File: src/rtl/muldiv_seq_ctrl.sv
// Sequencer for the shared mult/div unit: start pulses, completion wait, Hi/Lo commit.
// Optional MULDIV_DIVM_EN routes MDR to both div operands for op=10.
module muldiv_seq_ctrl #(
  parameter int MULT_CYCLES = 32,
  parameter int DIV_TIMEOUT = 63,
  parameter int CNT_W       = 6
) (
  input  logic       clk,
  input  logic       reset,
  input  logic       start,
  input  logic [1:0] op,
  input  logic       div_end,
  input  logic       DIVQ,
  output logic       mult_ctrl,
  output logic       div_ctrl,
  output logic       DIVASelect,
  output logic       DIVBSelect,
  output logic       MDSelect,
  output logic       HiCtrl,
  output logic       LoCtrl,
  output logic       busy,
  output logic       done,
  output logic       div_zero,
  output logic       timeout
);

  typedef enum logic [2:0] {
    IDLE,
    MUL_RUN,
    DIV_RUN,
    WRITE,
    FIN
  } state_t;

  localparam logic [CNT_W-1:0] MUL_LAST = CNT_W'(MULT_CYCLES - 1);
  localparam logic [CNT_W-1:0] DIV_LIM  = CNT_W'(DIV_TIMEOUT);
  localparam logic [CNT_W-1:0] CNT_MAX  = '1;

  state_t           state_q, state_d;
  logic [CNT_W-1:0] cnt_q, cnt_d;
  logic             mul_q, mul_d;
  logic             zero_q, zero_d;
  logic             to_q, to_d;
  logic             cnt_sat;

`ifdef MULDIV_DIVM_EN
  logic             divm_q, divm_d;
`endif

  assign cnt_sat = (cnt_q == CNT_MAX);

  // State, counter and latched op/abort flags
  always_ff @(posedge clk) begin
    if (reset) begin
      state_q <= IDLE;
      cnt_q   <= '0;
      mul_q   <= 1'b0;
      zero_q  <= 1'b0;
      to_q    <= 1'b0;
`ifdef MULDIV_DIVM_EN
      divm_q  <= 1'b0;
`endif
    end else begin
      state_q <= state_d;
      cnt_q   <= cnt_d;
      mul_q   <= mul_d;
      zero_q  <= zero_d;
      to_q    <= to_d;
`ifdef MULDIV_DIVM_EN
      divm_q  <= divm_d;
`endif
    end
  end

  // Next state: accept command, count run cycles, pick commit or abort
  always_comb begin
    state_d = state_q;
    cnt_d   = cnt_q;
    mul_d   = mul_q;
    zero_d  = zero_q;
    to_d    = to_q;
`ifdef MULDIV_DIVM_EN
    divm_d  = divm_q;
`endif
    case (state_q)
      IDLE: begin
        if (start && op != 2'b11) begin
          mul_d  = (op == 2'b00);
          zero_d = 1'b0;
          to_d   = 1'b0;
          cnt_d  = '0;
`ifdef MULDIV_DIVM_EN
          divm_d = (op == 2'b10);
`endif
          state_d = (op == 2'b00) ? MUL_RUN : DIV_RUN;
        end
      end
      MUL_RUN: begin
        if (!cnt_sat) cnt_d = cnt_q + 1'b1;
        if (cnt_q == MUL_LAST) state_d = WRITE;
      end
      DIV_RUN: begin
        if (!cnt_sat) cnt_d = cnt_q + 1'b1;
        if (DIVQ) begin
          zero_d  = 1'b1;
          state_d = FIN;
        end else if (div_end) begin
          state_d = WRITE;
        end else if (cnt_q == DIV_LIM) begin
          to_d    = 1'b1;
          state_d = FIN;
        end
      end
      WRITE:   state_d = FIN;
      FIN:     state_d = IDLE;
      default: state_d = IDLE;
    endcase
  end

  // Moore output decode from state, counter and latched op/flags
  always_comb begin
    mult_ctrl  = (state_q == MUL_RUN) && (cnt_q == '0);
    div_ctrl   = (state_q == DIV_RUN) && (cnt_q == '0);
    busy       = (state_q != IDLE);
    MDSelect   = (state_q != IDLE) && mul_q;
    HiCtrl     = (state_q == WRITE);
    LoCtrl     = (state_q == WRITE);
    done       = (state_q == FIN);
    div_zero   = (state_q == FIN) && zero_q;
    timeout    = (state_q == FIN) && to_q;
`ifdef MULDIV_DIVM_EN
    DIVASelect = (state_q == DIV_RUN) && divm_q;
    DIVBSelect = (state_q == DIV_RUN) && divm_q;
`else
    DIVASelect = 1'b0;
    DIVBSelect = 1'b0;
`endif
  end

endmodule
File: config.mk
export PLATFORM = sky130hd
export DESIGN_NAME = muldiv_seq_ctrl
export DESIGN_NICKNAME = d
export VERILOG_FILES = /design/src/rtl/muldiv_seq_ctrl.sv
export SDC_FILE = /design/constraint.sdc
export NUM_CORES = 1
export LEC_CHECK = 0
export ABC_AREA = 1
export BUFFER_PORTS_ARGS = -buffer_cell sky130_fd_sc_hd__buf_2
export CAP_MARGIN = 20
export CORE_MARGIN = 3
export CORE_UTILIZATION = 37
export DETAILED_ROUTE_END_ITERATION = 6
export PLACE_DENSITY = 0.68
export SLEW_MARGIN = 15
export SYNTH_ARGS = -nofsm -noshare
export SYNTH_HDL_FRONTEND = slang
export SYNTH_SLANG_ARGS = --single-unit
File: constraint.sdc
create_clock -name clk -period 1.57 [get_ports clk]
set_clock_uncertainty 0.15 [all_clocks]
set_input_delay 0 -clock clk [delete_from_list [all_inputs] [get_ports clk]]
set_output_delay 0 -clock clk [all_outputs]
set_load 0.02 [all_outputs]
==> results.cfg <==
[setup_path]
start_kind = flop
path_class = reg2out
crit_arrival_ns = 1.32
ff2ff_setup_slack_ns = 0.12
path_max_fanout = 5
end_kind = output port
critPathRequiredTime_ns = 1.42

[clock_network]
numCtsBuffers = 3
cts_tree = done
numClockSinks = 12
cts_buffer_depth = 2
clk_pin_slew_ns = 0.09
htree_num_levels = 1
insertion_delay_ns = 0.29
cts_root_buf = clkbuf_4
post_cts_buffers = 0

[die]
core_mm2 = 0.002022
start_util_pct = 40.35
die_x_um = 52.96
rows = 16
die_y_um = 52.96
dieArea_mm2 = 0.002804
io_pins = 18

[status]
status = finished clean

[logic_synthesis]
ys_ff_latch = 12
avgSynthCellArea_um2 = 6.043
synthesis.area_um2 = 815.8
synth_cell_types = 22
seq_area_frac_synth_pct = 29.45
yosys_warnings = 0
syn_inst = 135

[global_routing]
grt_usage_pct = 16.60
grt_antenna_before_repair = 0
grt_max_degree = 8
grt_pass1_wl_um = 3387
first_global_vias = 813
overflow = 0

[layout]
num-nets-final = 173
final_common_cell = nand2_1
utilization_pct = 55.20
finalInstanceArea_mm2 = 0.001116
fillers = 187
multi_input_area_um2 = 538.0
seqCellArea_um2 = 244.0
area_growth_pct = 36.81
drive_gt1_share_pct = 31.29
mostFrequentLayoutCells = nand2_1 (32), inv_1 (19), nor2_1 (17)
antennaDiodeCount = 0

[placement]
place_congestion = 0.9352
portBuffers = 15
dpl_cell_area_um2 = 935.9
hpwl_um = 1457

[detailed_routing]
drt.antenna.violating_nets = 0
vias_per_cell = 4.726
vias = 898
wl_um = 1963
drc_errors = 0
post_drt_wl_per_cell_um = 10.33
drtPass1Iterations = 4
drtIter0Drc = 18

[timing]
rsz0062_at_grt = no
period_share_pct = 93.53
fmax_ghz = 0.6810
setup_violations = 0
min_period_ns = 1.468
hold_viol_final = 0
finalSetupTns_ns = 0
finalMaxSlewViolations = 0

[power]
ir_worst_vdd_mv = 0.7288
p_leak_nw = 0.5357
p_per_area_mw_per_mm2 = 1551
power.total_mw = 1.731

[flow_run]
drv_cap = 0

[hold_path]
hp-class = reg2reg
critical path: stages, from the launching register on:
cell	delay, ns
dfxtp_1	0.34
buf_4	0.17
nor3_2	0.17
nand3_2	0.10
nor2_1	0.09
buf_2	0.17
logic make-up after synthesis:
family,count (synthesis),synth area share (%)
XOR/XNOR,1,1.074
AND/OR/NAND/NOR,76,41.72
flip-flops,12,29.45
buffers and inverters,26,13.34
other,1,0.4597
adder cells (fa/ha/maj),2,3.067
AO/OA/AOI/OAI,17,10.89
registers in the layout, indices dropped and copies added (netlist names):
signal and count:
state_q 3, cnt_q 6, mul_q 1, to_q 1, zero_q 1
through the flow:
stage	hold WS, ns	setup WS, ns	cells
global route	0.3352	0.004523	190
finish	0.3032	0.1016	190
global placement	0.08999	0.1093	179
floorplan	-0.08093	0.05931	136
CTS	0.3080	0.02333	190
detailed placement	0.09388	0.04383	179
layer usage:
layer,wire length [µm],global-route usage [%],share of wire [%]
met1,857,18.85,44
met2,985,29.34,50
met3,105,5.915,5.3
met4,14,3.830,0.71
met5,0,0,0
final cells by class:
cell class | count | area share, %
timing repair buffer | 26 | 15.92
inverter | 23 | 7.735
multi-input combinational | 98 | 48.21
sequential | 12 | 21.86
clock buffer | 4 | 3.251
tap | 27 | 3.027
report_power, final:
| group | total, mW | switching, mW | internal, mW | leakage (nW) |
|---|---|---|---|---|
| Combinational | 1.05 | 0.675 | 0.378 | 0.416 |
| Sequential | 0.423 | 0.0491 | 0.374 | 0.0990 |
| Clock | 0.255 | 0.114 | 0.141 | 0.0210 |
what timing repair did:
action,CTS,global route
endpoints found under the hold margin,8,0
gates resized for setup,0,23
hold buffers,7,0
endpoints found under the setup margin,0,16
final timing paths:
check / start / endpoint / cells past startpoint
worst min register to register: mul_q / mul_q / 2
worst max register to register: cnt_q[1] / state_q[1] / 8
worst min-delay path: mul_q / mul_q / 2
worst max-delay path: cnt_q[2] / div_ctrl / 5
Yosys cell counts (all sizes together):
library cell | number | share of area [%]
inv | 23 | 11
dfxtp | 12 | 29
xor2 | 1 | 1.1
nand4 | 1 | 0.77
nor2 | 25 | 13
nand3 | 8 | 5.5
nor3 | 3 | 1.8
o21ai | 6 | 3.7
ha | 2 | 3.1
conb | 1 | 0.46
nand2 | 38 | 20
a31oi | 1 | 0.77
buf | 3 | 2.8
nand3b | 1 | 0.92
o21a | 1 | 0.92
a21oi | 9 | 5.5
No activity file was read; power rests on OpenSTA's default activity.
